File: src/rtl/mod_seq_counter.sv
// rtl/mod_seq_counter.sv - parametrised modulo counter with up/down, binary/Gray output,
// synchronous load and wrap/saturate at the terminal count.
module mod_seq_counter #(
    parameter int WIDTH    = 3,
    parameter int MODULUS  = 8,
    parameter int SATURATE = 0
) (
    input  logic             clk,
    input  logic             reset,
    input  logic             en,
    input  logic             load,
    input  logic [WIDTH-1:0] din,
    input  logic [1:0]       mode,
    output logic [WIDTH-1:0] q,
    output logic [WIDTH-1:0] qb,
    output logic             tc,
    output logic             roll
);
    localparam int               LAST_I = MODULUS - 1;
    localparam logic [WIDTH-1:0] LAST   = LAST_I[WIDTH-1:0];
    localparam logic [WIDTH-1:0] ONE    = WIDTH'(1);
    localparam logic             SAT    = (SATURATE != 0);

    logic [WIDTH-1:0] r_idx;
    logic [WIDTH-1:0] r_q;
    logic [WIDTH-1:0] r_qb;
    logic             r_tc;
    logic             r_roll;

    logic [WIDTH-1:0] w_next_idx;
    logic [WIDTH-1:0] w_code;
    logic             w_roll;
    logic             w_tc;
    logic             w_down;
    logic             w_gray;

    assign w_down = mode[0];
    assign w_gray = mode[1];

    // Terminal steps never form idx+1 or idx-1, so the index cannot leave 0..MODULUS-1.
    always_comb begin
        w_next_idx = r_idx;
        w_roll     = 1'b0;
        if (load) begin
            w_next_idx = (din > LAST) ? LAST : din;
        end else if (en) begin
            if (!w_down) begin
                if (r_idx == LAST) begin
                    w_roll     = 1'b1;
                    w_next_idx = SAT ? LAST : '0;
                end else begin
                    w_next_idx = r_idx + ONE;
                end
            end else begin
                if (r_idx == '0) begin
                    w_roll     = 1'b1;
                    w_next_idx = SAT ? '0 : LAST;
                end else begin
                    w_next_idx = r_idx - ONE;
                end
            end
        end
    end

    assign w_code = w_gray ? (w_next_idx ^ (w_next_idx >> 1)) : w_next_idx;
    assign w_tc   = w_down ? (w_next_idx == '0) : (w_next_idx == LAST);

    always_ff @(posedge clk) begin
        if (reset) begin
            r_idx  <= '0;
            r_q    <= '0;
            r_qb   <= '1;
            r_tc   <= 1'b0;
            r_roll <= 1'b0;
        end else begin
            r_idx  <= w_next_idx;
            r_q    <= w_code;
            r_qb   <= ~w_code;
            r_tc   <= w_tc;
            r_roll <= w_roll;
        end
    end

    assign q    = r_q;
    assign qb   = r_qb;
    assign tc   = r_tc;
    assign roll = r_roll;
endmodule
File: config.mk
export PLATFORM = sky130hd
export DESIGN_NAME = mod_seq_counter
export DESIGN_NICKNAME = d
export VERILOG_FILES = /design/src/rtl/mod_seq_counter.sv
export SDC_FILE = /design/constraint.sdc
export NUM_CORES = 1
export LEC_CHECK = 0
export ABC_AREA = 1
export CAP_MARGIN = 20
export CORE_AREA = 2 2 54 56
export CTS_CLUSTER_DIAMETER = 100
export DETAILED_ROUTE_END_ITERATION = 6
export DIE_AREA = 0 0 56 58
export SYNTH_ARGS = -nofsm -noshare
export SYNTH_HDL_FRONTEND = slang
export SYNTH_SLANG_ARGS = --single-unit
export TNS_END_PERCENT = 10
File: constraint.sdc
create_clock -name clk -period 2.35 [get_ports clk]
set_input_delay 0.5875 -clock clk [delete_from_list [all_inputs] [get_ports clk]]
set_output_delay 0.5875 -clock clk [all_outputs]
set_load 0.05 [all_outputs]
==> reports/qor.yml, run 1 <==
outcome: "complete, no violations"
synth_compound_area_frac: 0.0990
area_growth_pct: 33.9
cts_buffer_depth: 2
slowest_delay_ns: 0.83
syn_area_um2: 632
reg2reg_slack_ns: 0.57
cp_max_fo: 4
antenna_cells: 0
synth_warnings: 0
ys_async_sr_fraction: 0
synth_fp_nets: 104
viasPerCell: 4.19
power.leakage_nw: 0.401
ys_seq_area_frac: 0.317
path_buf_inv: 1
hold_start: "r_idx[2]"
cp.required_ns: 1.76
yosysMostFrequentCell: "nand2_1"
cp_cell_sequence: "clkdlybuf4s50_1"
path_clk_slew_ns: 0.05
die_height_um: 58
start_kind: "register"
synth_top_area_cell: "dfxtp_1"
cts_htree_levels: 1
ir_drop_uv: 336
grt_setup_unrepaired: "false"
wire_per_inst_um: 9.42
dpl_cell_area_um2: 823
drc: 0
cts_setup_buffers: 0
ys.flop_type: "dfxtp_1"
synth-edff-count: 0
place_ws_ns: 0.145
syn_inst: 90
relSlewSlack: 0.666
synth_top_family_by_area: "simple AND/OR/NAND/NOR gates"
wirelength_mm: 1.31
nFillCells: 301
synth-seq-cells: 10
antenna_found_initial: 0
stdcell_area_um2: 846
nets: 124
io_pins: 17
muxShareOfSynthArea: 0
clk_latency_ns: 0.26
holdBufCountCts: 0
fmax_mhz: 486
vias: 582
fin_crit_ns: 2.06
layout.cells.non_filler: 139
finalWorstSetupSlack_ns: 0.291
powerDensity_mw_per_mm2: 565
placed_cells: 136
drt_iter0_drc: 3
synth_top_area_frac: 0.317
worst_slew_pin_slew_ns: 0.500
fp-row-count: 19
end_kind: "output pin"
grt_pass1_wl_mm: 2.36
synthDistinctLibCells: 20
crit_path_start: "r_idx[2]"
period_share: 0.876
core_mm2: 0.00266
skew_ns: 0.00711
min_path_type: "register to register"
die_w_um: 56
grt_util_all_layers: 0.0891
overflow: 0
cp_slowest_cell: "clkdlybuf4s50_1"
cts_tree: "built"
postCtsResizedCells: 0
worstReg2RegStart: "r_idx[0]"
path_delay_family: "buffers and inverters"
fin_setup_tns_ns: 0
drv_cap: 0
synth_area_leaders: "dfxtp_1 32%, nand2_1 15%, ha_1 9.9%"
first_pass_iters: 2
final_antenna_net_count: 0
port_buffers: 16
setup_violations: 0
dp_hpwl_mm: 1.09
grt_max_degree: 8
grt_pass1_vias: 590
gp_congestion: 0.850
slew_violations: 0
ys_top_cells_by_count: "26 x nand2_1, 10 x dfxtp_1, 10 x inv_1"
drive_gt1_frac: 0.231
worstSetupPathType: "register to output pin"
synth_area_per_cell_um2: 7.02
numCtsBuffers: 3
initial_utilization: 0.237
hold_viol: 0
die-area_mm2: 0.00325
numClockSinks: 10
synth-xor-area-share: 0
synthAdderAreaFrac: 0.0990
synthSimpleGateAreaFrac: 0.366
cp.arrival_ns: 1.47
clockRootBuffer: "clkbuf_4"
==> flip-flops by register name, indices dropped and copies added (netlist names) <==
register and flops:
qb 3, q 2, roll 1, tc 1, r_idx 3
==> cells by family after synthesis <==
kind of cell,count (synthesis)
simple gates,46
buf+inv,19
flops,10
fa+ha+maj,5
compound gates,10
==> tightest hold or removal path, cell delays in order (launching register included) <==
cell and delay, ns:
dfxtp_1 0.39, inv_2 0.09, nand3_1 0.10, a2111oi_1 0.08
==> final timing paths <==
| path | cells past startpoint | end |
|---|---|---|
| setup / recovery | 1 | q[2] |
| hold / removal | 3 | roll |
| setup reg to reg | 12 | q[0] |
| hold reg to reg | 3 | roll |
==> metrics by stage <==
stage	total power, mW	hold slack, ns	util
5_1_grt	0.514	0.788	0.318
3_3_place_gp	0.370	0.706	0.309
3_5_place_dp	0.373	0.725	0.309
2_1_floorplan	0.316	0.616	-
4_1_cts	0.483	0.734	0.318
6_report	0.478	0.724	0.318
==> final cells by class <==
class                           instances  area [um^2]  area share
Inverter                               18         67.6      0.0799
Sequential cell                        10          200       0.237
Multi-Input combinational cell         61          357       0.422
Timing Repair Buffer                   16          160       0.189
Clock buffer                            3         22.5      0.0266
Tap cell                               31         38.8      0.0459
==> power by group <==
part	total (mW)	internal [mW]	switching, mW	leakage [nW]
sequential	0.192	0.185	0.00758	0.0831
clock	0.111	0.0588	0.0520	0.0138
combinational	0.175	0.0641	0.111	0.305
total	0.478	0.308	0.171	0.401
==> layer usage <==
metal | part of all wire | track usage
met3 | 0.044 | 0.0268
met2 | 0.54 | 0.165
met4 | 0 | 0.0238
met5 | 0 | 0
met1 | 0.42 | 0.0997
==> placed cells by master (no fill, tap or decap), types with 2 or more instances in the layout <==
cell / instances
nand2_1: 26
clkdlybuf4s50_1: 16
inv_1: 10
dfxtp_1: 10
inv_2: 7
nand2_2: 6
a21oi_1: 5
ha_1: 5
nand3_1: 4
nor2_2: 3
clkbuf_4: 3
a21oi_2: 2
nand2_4: 2
nor2_1: 2
Power figures use the tool's default switching activity.
==> run 2: changes to the inputs <==
- SKIP_LAST_GASP: unset -> 1
==> results of run 2 <==
The final DEF is identical to that of run 1; final timing and power are the same.
